### src/rtl/bb_pkg.sv
// Shared types and constants for the baseband burst controller.
package bb_pkg;
  typedef enum logic [1:0] {S_IDLE, S_RUN, S_DONE} bb_state_e;

  localparam int         LUT_DEPTH = 16;
  localparam int         PH_W      = 4;
  localparam logic [7:0] MIDSCALE  = 8'd100;

  typedef struct packed {
    logic [1:0] step;
    logic [3:0] nper;
  } bb_cfg_t;

  function automatic logic [PH_W-1:0] ph_inc(input logic [1:0] s);
    return {{(PH_W-1){1'b0}}, 1'b1} << s;
  endfunction
endpackage

### src/rtl/bb_sine_rom.sv
// Combinational 16-entry sine table, offset-binary around midscale.
module bb_sine_rom
  import bb_pkg::*;
(
  input  logic [PH_W-1:0] addr,
  output logic [7:0]      data
);
  always_comb begin
    data = MIDSCALE;
    case (addr)
      4'd0:  data = 8'd100;
      4'd1:  data = 8'd138;
      4'd2:  data = 8'd171;
      4'd3:  data = 8'd192;
      4'd4:  data = 8'd200;
      4'd5:  data = 8'd192;
      4'd6:  data = 8'd171;
      4'd7:  data = 8'd138;
      4'd8:  data = 8'd100;
      4'd9:  data = 8'd62;
      4'd10: data = 8'd29;
      4'd11: data = 8'd8;
      4'd12: data = 8'd0;
      4'd13: data = 8'd8;
      4'd14: data = 8'd29;
      4'd15: data = 8'd62;
    endcase
  end
endmodule

### src/rtl/bb_burst_ctrl.sv
// Sine burst player: IDLE -> RUN (nper periods or until stop) -> DONE pulse.
// Optional macro BB_AMP_SCALE_EN adds amp_shift amplitude attenuation.
module bb_burst_ctrl
  import bb_pkg::*;
#(
  parameter logic [7:0] IDLE_LEVEL = 8'd100
) (
  input  logic       clk1,
  input  logic       rst,
  input  logic       start,
  input  logic       stop,
  input  logic [1:0] step,
  input  logic [3:0] nper,
`ifdef BB_AMP_SCALE_EN
  input  logic [1:0] amp_shift,
`endif
  output logic       busy,
  output logic       done,
  output logic       bb_valid,
  output logic [7:0] bb_out
);
  bb_state_e       state, nstate;
  bb_cfg_t         cfg;
  logic [PH_W-1:0] phase, inc;
  logic [PH_W:0]   ph_sum;
  logic [3:0]      cnt;
  logic            pend, stop_lat, finish, accept;
  logic [7:0]      rom_q, sample;

  bb_sine_rom u_rom (.addr(phase), .data(rom_q));

  assign inc    = ph_inc(cfg.step);
  assign ph_sum = {1'b0, phase} + {1'b0, inc};
  assign accept = start && !stop;
  // pend marks that the sample on bb_out closed a period; a live stop counts too
  assign finish = pend && (stop_lat || stop || (cfg.nper != 4'd0 && cnt == cfg.nper));

`ifdef BB_AMP_SCALE_EN
  logic [1:0]        amp_l;
  logic signed [8:0] dev, scaled;
  assign dev    = $signed({1'b0, rom_q}) - $signed({1'b0, MIDSCALE});
  assign scaled = (dev >>> amp_l) + $signed({1'b0, MIDSCALE});
  assign sample = scaled[7:0];

  always_ff @(posedge clk1) begin
    if (rst)                         amp_l <= 2'd0;
    else if (state == S_IDLE && accept) amp_l <= amp_shift;
  end
`else
  assign sample = rom_q;
`endif

  always_ff @(posedge clk1) begin
    if (rst) state <= S_IDLE;
    else     state <= nstate;
  end

  always_comb begin
    nstate = state;
    case (state)
      S_IDLE:  if (accept) nstate = S_RUN;
      S_RUN:   if (finish) nstate = S_DONE;
      S_DONE:  nstate = S_IDLE;
      default: nstate = S_IDLE;
    endcase
  end

  always_ff @(posedge clk1) begin
    if (rst) begin
      cfg      <= '0;
      phase    <= '0;
      cnt      <= '0;
      pend     <= 1'b0;
      stop_lat <= 1'b0;
      bb_valid <= 1'b0;
      bb_out   <= IDLE_LEVEL;
    end else begin
      case (state)
        S_IDLE: if (accept) begin
          cfg      <= '{step: step, nper: nper};
          phase    <= '0;
          cnt      <= '0;
          pend     <= 1'b0;
          stop_lat <= 1'b0;
        end
        S_RUN: begin
          stop_lat <= stop_lat | stop;
          if (finish) begin
            bb_valid <= 1'b0;
            bb_out   <= IDLE_LEVEL;
          end else begin
            bb_valid <= 1'b1;
            bb_out   <= sample;
            phase    <= ph_sum[PH_W-1:0];
            pend     <= ph_sum[PH_W];
            // continuous mode never counts, so it cannot wrap into a stop
            if (ph_sum[PH_W] && cfg.nper != 4'd0) cnt <= cnt + 4'd1;
          end
        end
        default: ;
      endcase
    end
  end

  assign busy = (state == S_RUN);
  assign done = (state == S_DONE);
endmodule

### config.mk
export PLATFORM = sky130hd
export DESIGN_NAME = bb_burst_ctrl
export DESIGN_NICKNAME = d
export VERILOG_FILES = /design/src/rtl/bb_pkg.sv /design/src/rtl/bb_sine_rom.sv /design/src/rtl/bb_burst_ctrl.sv
export SDC_FILE = /design/constraint.sdc
export NUM_CORES = 1
export LEC_CHECK = 0
export ABC_AREA = 1
export CORE_AREA = 3 3 69 71
export DETAILED_ROUTE_END_ITERATION = 8
export DIE_AREA = 0 0 72 74
export PLACE_DENSITY_LB_ADDON = 0.15
export SLEW_MARGIN = 30
export SYNTH_ARGS = -nofsm -noshare
export SYNTH_HDL_FRONTEND = slang
export SYNTH_SLANG_ARGS = --single-unit
### constraint.sdc
create_clock -name clk1 -period 2.6 [get_ports clk1]
set_clock_uncertainty 0.15 [all_clocks]
set_input_delay 0.52 -clock clk1 [delete_from_list [all_inputs] [get_ports clk1]]
set_output_delay 0.52 -clock clk1 [all_outputs]
set_load 0.005 [all_outputs]
==> results_dict.tcl <==
set metrics [dict create \
    pwr-share-clk_pct 38.7 \
    root_buffer "clkbuf_8" \
    fin_hold_ws_ns 0.296 \
    dp_hpwl_mm 2.76 \
    overflow 0 \
    intPower_mw 0.976 \
    gp_congestion 0.841 \
    ios 21 \
    fp.dieH_um 74 \
    critical_path_class "reg2out" \
    cts_resized 0 \
    dieArea_um2 5330 \
    worstHoldEndpoint "bb_out[7]" \
    nNetsFinal 293 \
    dr.pass1.iters 4 \
    yosys.area.top_type_share_pct 38.0 \
    cts_buffer_depth 2 \
    synth_seq_cells 35 \
    nFillCells 435 \
    netlist_instances 240 \
    grt_pass1_vias 1398 \
    slew_headroom_pct 77.1 \
    leakagePower_nw 1.03 \
    p_sw_share_pct 25.7 \
    synth_most_common_cell "nand2_1" \
    clk_pin_slew_ns 0.07 \
    wl_mm 3.69 \
    core_um2 4290 \
    synth_nets 264 \
    setup_viol 0 \
    post-route-period-util_pct 89.1 \
    htreeDepth 2 \
    synth_edf_count 0 \
    crit_required_ns 1.93 \
    worstPathMaxFanout 7 \
    cap_violations 0 \
    syn_avg_cell_area_um2 7.69 \
    start_kind "flip-flop" \
    drtIter0Drc 69 \
    antennaDiodeCount 0 \
    critPathArrivalTime_ns 1.65 \
    register_area_um2 701 \
    rows 24 \
    post_cts_buffers 0 \
    antenna_found_initial 0 \
    synth_commonest_cells "nand2_1, dfxtp_1, inv_1, a21oi_1, nor2_1" \
    max_freq_ghz 0.432 \
    syn_area_um2 1850 \
    vias 1502 \
    peakVddDrop_v 0.000310 \
    cts_buffers 5 \
    grt_first_pass_wirelength_mm 6.55 \
    r2r_setup_slack_ns 0.32 \
    finalHoldViolCount 0 \
    synth.largest_area_cell "dfxtp_1" \
    reg2regPathDepth 13 \
    synthDistinctLibCells 28 \
    drive_above_1_share_pct 14.1 \
    start_util_pct 43.0 \
    grt_start_max_net_pins 19 \
    io_buffers 20 \
    combPwrFrac_pct 16.5 \
    multiInputGateArea_um2 962 \
    outcome "completed" \
    via_per_inst 4.66 \
    drtAntennaViolNets 0 \
    regToRegStartpoint "cfg[5]" \
    wl_per_cell_um 11.4 \
    ys_seq_area_share_pct 38.0 \
    tns_ns 0 \
    area_growth_pct 21.6 \
    min_period_ns 2.32 \
    switching_power_mw 0.338 \
    hp-start "u_rom.data[7]" \
    grt_usage_pct 15.6 \
    insertion_delay_ns 0.29 \
    p_seq_share_pct 44.8 \
    tightest_slew_ns 0.343 \
    synthArstFlopShare_pct 0 \
    hp-class "reg2reg" \
    critPathCaptureType "output port" \
    rsz0062_at_grt "no" \
    cts.sinks 35 \
    ys_top_cells_by_area "dfxtp_1, nand2_1, ha_1" \
    power.density_nw_per_um2 586 \
    postCtsHoldBufs 0 \
    post-route-drc-count 0 \
    final_util_pct 52.2 \
    tritoncts "done" \
    min_delay_path_depth 2 \
    r2r-end "u_rom.data[3]" \
    ys.flop_type "dfxtp_1" \
    yosysWarnings 0 \
    die_w_um 72 \
    drv_slew 0 \
]
cell usage in the layout (no fill, tap or decap), drive strengths merged, types with 3 or more instances in the layout:
cell           count
nand3             22
inv               33
dfxtp             35
o22ai              3
clkbuf             6
clkdlybuf4s50     20
ha                13
o21ai              7
buf                9
nor2              16
nand2             72
nand4              3
a21oi             19
how the worst max path moves through the flow:
stage | start | end | slack (ns) | cells past startpoint
2_1_floorplan | start | u_rom.data[1] | 0.45 | 13
3_3_place_gp | start | u_rom.data[1] | 0.07 | 13
3_5_place_dp | start | u_rom.data[5] | 0.08 | 13
5_1_grt | state[1] | busy | 0.16 | 4
6_report | state[0] | busy | 0.28 | 3
4_1_cts | state[1] | busy | 0.27 | 4
layout make-up:
cell class,instances,area share (%)
clock buffers,6,3.68
clock inverters,2,1.56
inverters,34,5.80
multi-input cells,164,42.9
flip-flops and latches,35,31.2
well taps,52,2.90
repair buffers,29,11.9
through the flow:
step	instances	worst slack, ns	instance area, um^2	power (mW)
after global routing	322	0.164	2240	1.39
after global placement	314	0.0739	2130	0.821
final	322	0.285	2240	1.31
after detailed placement	314	0.0811	2130	0.820
after floorplan	240	0.453	1850	0.753
after CTS	322	0.267	2240	1.33
cells by family (layout without fill, tap and decap cells):
kind of cell,Yosys count,after routing,share of synthesized area [%]
AND/OR/NAND/NOR,118,118,32.8
buffers and inverters,41,71,9.90
flip-flops,35,35,38.0
AO/OA/AOI/OAI,32,32,9.42
adder cells (fa/ha/maj),14,14,9.90
flip-flops by register name, summed over array words and instances (netlist names):
register and count:
state 2, cfg 6, bb_out 8, u_rom.data 8
bb_valid 1, cnt 4, phase 4, pend 1
stop_lat 1
critical path, stage by stage, from the launching register on:
cell and delay (ns):
dfxtp_1 0.43, nand2_1 0.10, inv_1 0.27, clkdlybuf4s50_1 0.57
layer usage:
metal | GRT usage [%] | vias to the layer above | routed length, um
met1 | 22.5 | 646 | 1930
met3 | 3.92 | 4 | 136
met5 | 0 | - | 0
li1 | - | 823 | -
met4 | 5.22 | 0 | 34
met2 | 22.7 | 29 | 1580
power groups by stage:
stage | Combinational (mW) | Sequential (mW) | Clock, mW
after CTS | 0.220 | 0.589 | 0.525
after global placement | 0.219 | 0.602 | 0
final | 0.217 | 0.589 | 0.509
after floorplan | 0.155 | 0.598 | 0
after global routing | 0.249 | 0.593 | 0.544
after detailed placement | 0.218 | 0.602 | 0
Note: power is estimated with default switching activity, not from simulation.
